File: config.mk
export PLATFORM = sky130hd
export DESIGN_NAME = bus_term_fifo
export DESIGN_NICKNAME = d
export VERILOG_FILES = /design/src/rtl/bus_term_fifo.sv
export SDC_FILE = /design/constraint.sdc
export NUM_CORES = 1
export LEC_CHECK = 0
export CORE_ASPECT_RATIO = 0.9
export CORE_MARGIN = 10
export CORE_UTILIZATION = 60
export CTS_CLUSTER_SIZE = 16
export DETAILED_ROUTE_END_ITERATION = 6
export DONT_BUFFER_PORTS = 1
export GPL_TIMING_DRIVEN = 0
export PLACE_DENSITY = 0.74
export SLEW_MARGIN = 40
export SYNTH_ARGS = -nofsm -noshare
export SYNTH_HDL_FRONTEND = slang
export SYNTH_SLANG_ARGS = --single-unit
File: constraint.sdc
create_clock -name clk -period 8.3 [get_ports clk]
set_clock_uncertainty 0.15 [all_clocks]
set_input_delay 0.83 -clock clk [delete_from_list [all_inputs] [get_ports clk]]
set_output_delay 0.83 -clock clk [all_outputs]
set_load 0.05 [all_outputs]
File: src/rtl/bus_term_fifo.sv
// Per-terminal first-word-fall-through source FIFO feeding one bus terminal's pndng/D_pop,
// with a selectable overflow policy and saturating overflow/underflow event counters.
module bus_term_fifo #(
  parameter int pckg_sz    = 16,
  parameter int depth      = 8,
  parameter int AF_LVL     = 6,
  parameter int OVF_POLICY = 0,
  parameter int CNT_W      = 8
) (
  input  logic                     clk,
  input  logic                     reset,
  input  logic                     in_push,
  input  logic [pckg_sz-1:0]       in_data,
  output logic                     pndng,
  output logic [pckg_sz-1:0]       D_pop,
  input  logic                     pop,
  output logic                     full,
  output logic                     almost_full,
  output logic [$clog2(depth):0]   count,
  output logic [CNT_W-1:0]         ovf_cnt,
  output logic [CNT_W-1:0]         udf_cnt
);

  localparam int AW = $clog2(depth);
  localparam logic [AW:0] DEPTH_C = depth[AW:0];
  localparam logic [AW:0] AF_C    = AF_LVL[AW:0];
  localparam logic [CNT_W-1:0] CNT_MAX = '1;

  logic [pckg_sz-1:0] mem [depth];
  logic [AW-1:0]      rd_ptr_reg, wr_ptr_reg;
  logic [AW:0]        count_reg, count_next;
  logic [CNT_W-1:0]   ovf_reg, udf_reg;
  logic               empty, is_full, wr_en, rd_en, ovf_evt, udf_evt;

  // A full FIFO still takes a push when the same cycle's pop frees a slot; otherwise
  // the policy decides between dropping the new word and evicting the oldest one.
  always_comb begin
    empty      = (count_reg == '0);
    is_full    = (count_reg == DEPTH_C);
    udf_evt    = pop & empty;
    ovf_evt    = in_push & is_full & ~pop;
    wr_en      = in_push & (~is_full | pop | (OVF_POLICY != 0));
    rd_en      = (pop & ~empty) | (ovf_evt & (OVF_POLICY != 0));
    count_next = count_reg + {{AW{1'b0}}, wr_en} - {{AW{1'b0}}, rd_en};
  end

  always_ff @(posedge clk or posedge reset) begin
    if (reset) begin
      rd_ptr_reg <= '0;
      wr_ptr_reg <= '0;
      count_reg  <= '0;
      ovf_reg    <= '0;
      udf_reg    <= '0;
    end else begin
      if (wr_en) wr_ptr_reg <= wr_ptr_reg + AW'(1);
      if (rd_en) rd_ptr_reg <= rd_ptr_reg + AW'(1);
      count_reg <= count_next;
      if (ovf_evt && ovf_reg != CNT_MAX) ovf_reg <= ovf_reg + CNT_W'(1);
      if (udf_evt && udf_reg != CNT_MAX) udf_reg <= udf_reg + CNT_W'(1);
    end
  end

  // Storage is deliberately not reset; the pointers alone define validity.
  always_ff @(posedge clk) begin
    if (wr_en && !reset) mem[wr_ptr_reg] <= in_data;
  end

  assign pndng       = ~empty;
  assign D_pop       = empty ? '0 : mem[rd_ptr_reg];
  assign full        = is_full;
  assign almost_full = (count_reg >= AF_C);
  assign count       = count_reg;
  assign ovf_cnt     = ovf_reg;
  assign udf_cnt     = udf_reg;

endmodule

# After elaboration in Yosys (flattened, before gate mapping)
# Memory sizes are Yosys's and may differ from the RTL's.
# Cells that the tools add are included.
[totals] ff_bits=26 mem_bits_rw=128 output_inout_bits=39 word_cells=33 mem_count=1
[op_classes] add_sub_neg=6 n_lt_le_gt_ge=1 n_eq_ne=3 n_mux=3 bitwise_logic=9 reduce_logical=5
[mem_list] name="mem" depth=8 width=16 rd=1 rd_clocked_by_memory_dff=0 write_ports=1 line="29" text="logic [pckg_sz-1:0] mem [depth];"
[ops] cell="$add 8x1->8 const B" n=2
[ops] cell="$mux 16" n=1
[ops] cell="$ne 8x8->1 const B" n=2
[ops] cell="$add 3x1->3 const B" n=2
[ops] cell="$and 1x1->1" n=5
[ops] cell="$add 4x1->4" n=1
[ops] cell="$eq 4x4->1 const B" n=1
[ops] cell="$ge 4x3->1 const B" n=1
[ops] cell="$logic_not 4->1" n=1
[ops] cell="$sub 4x1->4" n=1
[ops] cell="$logic_and 1x1->1" n=3
[ops] cell="$not 1->1" n=3
[ops] cell="$mux 1" n=2
[ops] cell="$logic_not 1->1" n=1
[ops] cell="$or 1x1->1" n=1

# Longest topological paths before layout
[logic_depth] ltp_word=7 depth_mapped=12 mapped_depth_nobuf=11

# Worst setup path after synthesis
# OpenSTA, ideal clock, no wires.
[synth_timing] kind="reg-to-output" startpoint="register count_reg[2], in the netlist count[2]" endpoint="output port D_pop[10]" arrival_ns=3.279 setup_slack_ns=4.041 stages_incl_launch_ff=8 n_path_buf=2 path_cell_list="dfrtp_1 inv_1 ha_1 or3b_2 clkbuf_1 clkbuf_1 o21ai_0 nor3_1"
[synth_between] elab_chain_cells=2
[synth_lines] element="start: declaration" line="31" text="logic [AW:0] count_reg, count_next;"
[synth_lines] element="start signal: assignment" line="57" text="count_reg <= count_next;"
[synth_lines] element="$logic_not 4->1" line="38" text="empty = (count_reg == '0);"
[synth_lines] element="$mux 16" line="69" text="assign D_pop = empty ? '0 : mem[rd_ptr_reg];"
[synth_lines] element="end: declaration" line="15" text="output logic [pckg_sz-1:0] D_pop,"
# No other way between the ends.

# Worst setup path after layout
[layout_timing] startpoint="register count_reg[2], in the netlist count[2]" endpoint="output port D_pop[11]"
# The elaborated chain is that of the path after synthesis.

==> metrics <==
status finished clean; Critical Path RT 7.32 ns; fmax 220 MHz; power density cells 395 mW/mm^2; share of layout cells above drive strength 1 29.4%; Syn Area/Cell 15.2 um^2; Final Hold Viols 0; VDD IR max 0.248 mV; largest net degree at the start of global routing 28; TritonCTS Buffers 17; post-route core utilization 72.8%; crit-path max FO 10; sequential-to-total area share from yosys stat 69.9%; Via-to-Cell Ratio 6.12; Post-Route WL 14100 um; pre-CTS WS 4.14 ns; post-synthesis cell count 423; synth warn 0; CP peak stage delay 0.70 ns; DP HPWL 9160 um; area used by multi-input combinational logic 0.00200 mm^2; final setup margin 3.75 ns; core outline area 0.0103 mm^2; TritonCTS clock tree yes; Max-Cap Viols 0; most common cell in the netlist edfxtp_1; crit end category output pin; register area 0.00449 mm^2; Yosys reg bits 154; IO buf count 0; WL per Instance 23.4 um; global-route wire length before repair 22200 um; clock latency on the worst-skew pair 0.42 ns; worst path arrival time 3.57 ns; row count 35; Setup Total Neg Slack 0 ns; Rel. slew slack 41.6%; Commonest cells post-synth edfxtp_1 (128), mux2_2 (58), dfrtp_1 (26), nor3_1 (24), o21ai_0 (18); Post-synth ARST share 16.9%; Initial Util 62.2%; Final nets 492; CP Buf/Inv Count 3; Vias 3681; vias in the first global route 3920; CP Launch Type register; Detailed Route Iter0 Violations 360; Hold Buf Count CTS 0; initial antenna violation count 0; RePlAce Congestion 0.790; worst hold path type input port to asynchronous set/reset pin; die width 129 um; Top reg by flops mem; H-tree Lvls 4; CP cell instances inv_1, ha_1, or3b_2, clkbuf_1, clkbuf_2, o21ai_0, nor3_2; deepest clock path buffer count 2; DRC Markers 0; Final period util 54.8%; grt total ovfl 0; number of synthesized flops with an enable pin 128; area of the die 0.0153 mm^2; top cell family by delay on the critical path buffers and inverters; clock root buffer clkbuf_16; Setup CP Type register to output pin; Inserted Diodes 0; top-area cell type share of the netlist area 59.8%; chip height 118 um; total of fill cells in the finished design 645; DRT Pass-1 Iters 5; Gates resized, CTS repair 0; Mapped Area 0.00643 mm^2; Synth area leaders edfxtp_1 (60%), mux2_2 (10%), dfrtp_1 (10%); critical path's slowest cell nor3_2; max FFs per register 128; RSZ-0062 raised after global routing false; Tot Pwr 0.00297 W; final antenna-violating net count 0; I/O Pins 59; leak pwr 2.58 nW; Area Growth Syn to Fin 17.0%; worst slew pin tran 0.871 ns; min Tclk post-route 4.55 ns; Post-CTS Repair Setup Buffers 0; final setup violation count 0; post-synth top area cell edfxtp_1; count of cell types in the netlist 41; fin. max-slew vios 0; GRT Total Usage 19.2%; Reg clk slew, reported paths 0.06 ns; Syn Nets 455; ys flop type edfxtp_1; clk sinks 154
-- path summary, 6_finish.rpt --
check / to / depth (start not counted) / slack [ns] / from
hold / removal: ovf_cnt[5] / 1 / 0.21 / reset
setup / recovery: D_pop[11] / 7 / 3.75 / count[2]
hold reg to reg: wr_ptr_reg[0] / 1 / 0.42 / wr_ptr_reg[0]
max in group asynchronous: udf_cnt[3] / 1 / 7.41 / reset
min in group clk: mem[7][12] / 0 / 0.35 / in_data[12]
setup reg to reg: count[2] / 12 / 4.96 / count[2]
-- layer usage --
layer / part of all wire (%) / vias to the layer above / track usage (%)
met4: 1.7 / 0 / 6.82
li1: - / 1688 / -
met2: 49 / 131 / 30.5
met5: 0 / - / 0
met1: 41 / 1843 / 23.8
met3: 7.8 / 19 / 6.75
-- power breakdown --
part / internal (W) / switching (W) / leakage [nW] / total, W
logic: 0.000346 / 0.000760 / 0.817 / 0.00111
clock network: 0.000498 / 0.000296 / 0.285 / 0.000795
registers: 0.000924 / 0.000148 / 1.48 / 0.00107
total: 0.00177 / 0.00120 / 2.58 / 0.00297
-- stage by stage --
step / cells / area, um^2 / hold WS, ns
final: 601 / 7530 / 0.207
after floorplan: 423 / 6430 / 0.341
after detailed placement: 570 / 6860 / 0.377
after CTS: 601 / 7470 / 0.220
after global routing: 601 / 7530 / 0.246
after global placement: 552 / 6590 / 0.358
-- cells by family (layout without fill, tap and decap cells) --
group | after synthesis | count (layout) | synth area share, %
flip-flops | 154 | 154 | 69.9
AND/OR/NAND/NOR | 94 | 94 | 7.86
multiplexers | 61 | 61 | 10.6
AO/OA/AOI/OAI | 59 | 59 | 5.80
buffers and inverters | 33 | 82 | 2.00
adder cells (fa/ha/maj) | 12 | 12 | 2.45
XOR/XNOR | 10 | 10 | 1.36
-- cell type report --
cell class              instances  area share [%]
well taps                     129            2.14
plain buffers                  20            1.08
multi-input cells             236            26.6
repair buffers                 18            1.80
flip-flops and latches        154            59.7
clock buffers                  18            5.70
inverters                      13           0.648
clock inverters                13            2.36
-- layout by cell type (no fill, tap or decap), types with 2 or more instances in the layout --
| master | instances |
|---|---|
| nor4_1 | 3 |
| nor3_4 | 8 |
| nor3_2 | 12 |
| buf_1 | 3 |
| nor3_1 | 4 |
| ha_1 | 11 |
| dfrtp_1 | 26 |
| nand2b_1 | 3 |
| clkbuf_1 | 13 |
| mux2_2 | 58 |
| o22ai_1 | 16 |
| edfxtp_1 | 128 |
| o21ai_0 | 18 |
| mux2i_1 | 2 |
| clkbuf_16 | 17 |
| buf_2 | 10 |
| nand2_1 | 16 |
| bufinv_16 | 4 |
| nand3_1 | 9 |
| inv_1 | 12 |
| buf_8 | 2 |
| nor2_1 | 5 |
| a211oi_1 | 16 |
| nor2b_1 | 16 |
| clkinvlp_4 | 4 |
| nor2_4 | 4 |
| o211ai_1 | 3 |
| buf_4 | 10 |
| clkinv_2 | 3 |
| nand4_1 | 4 |
| xnor2_1 | 9 |
Power figures use the tool's default switching activity.
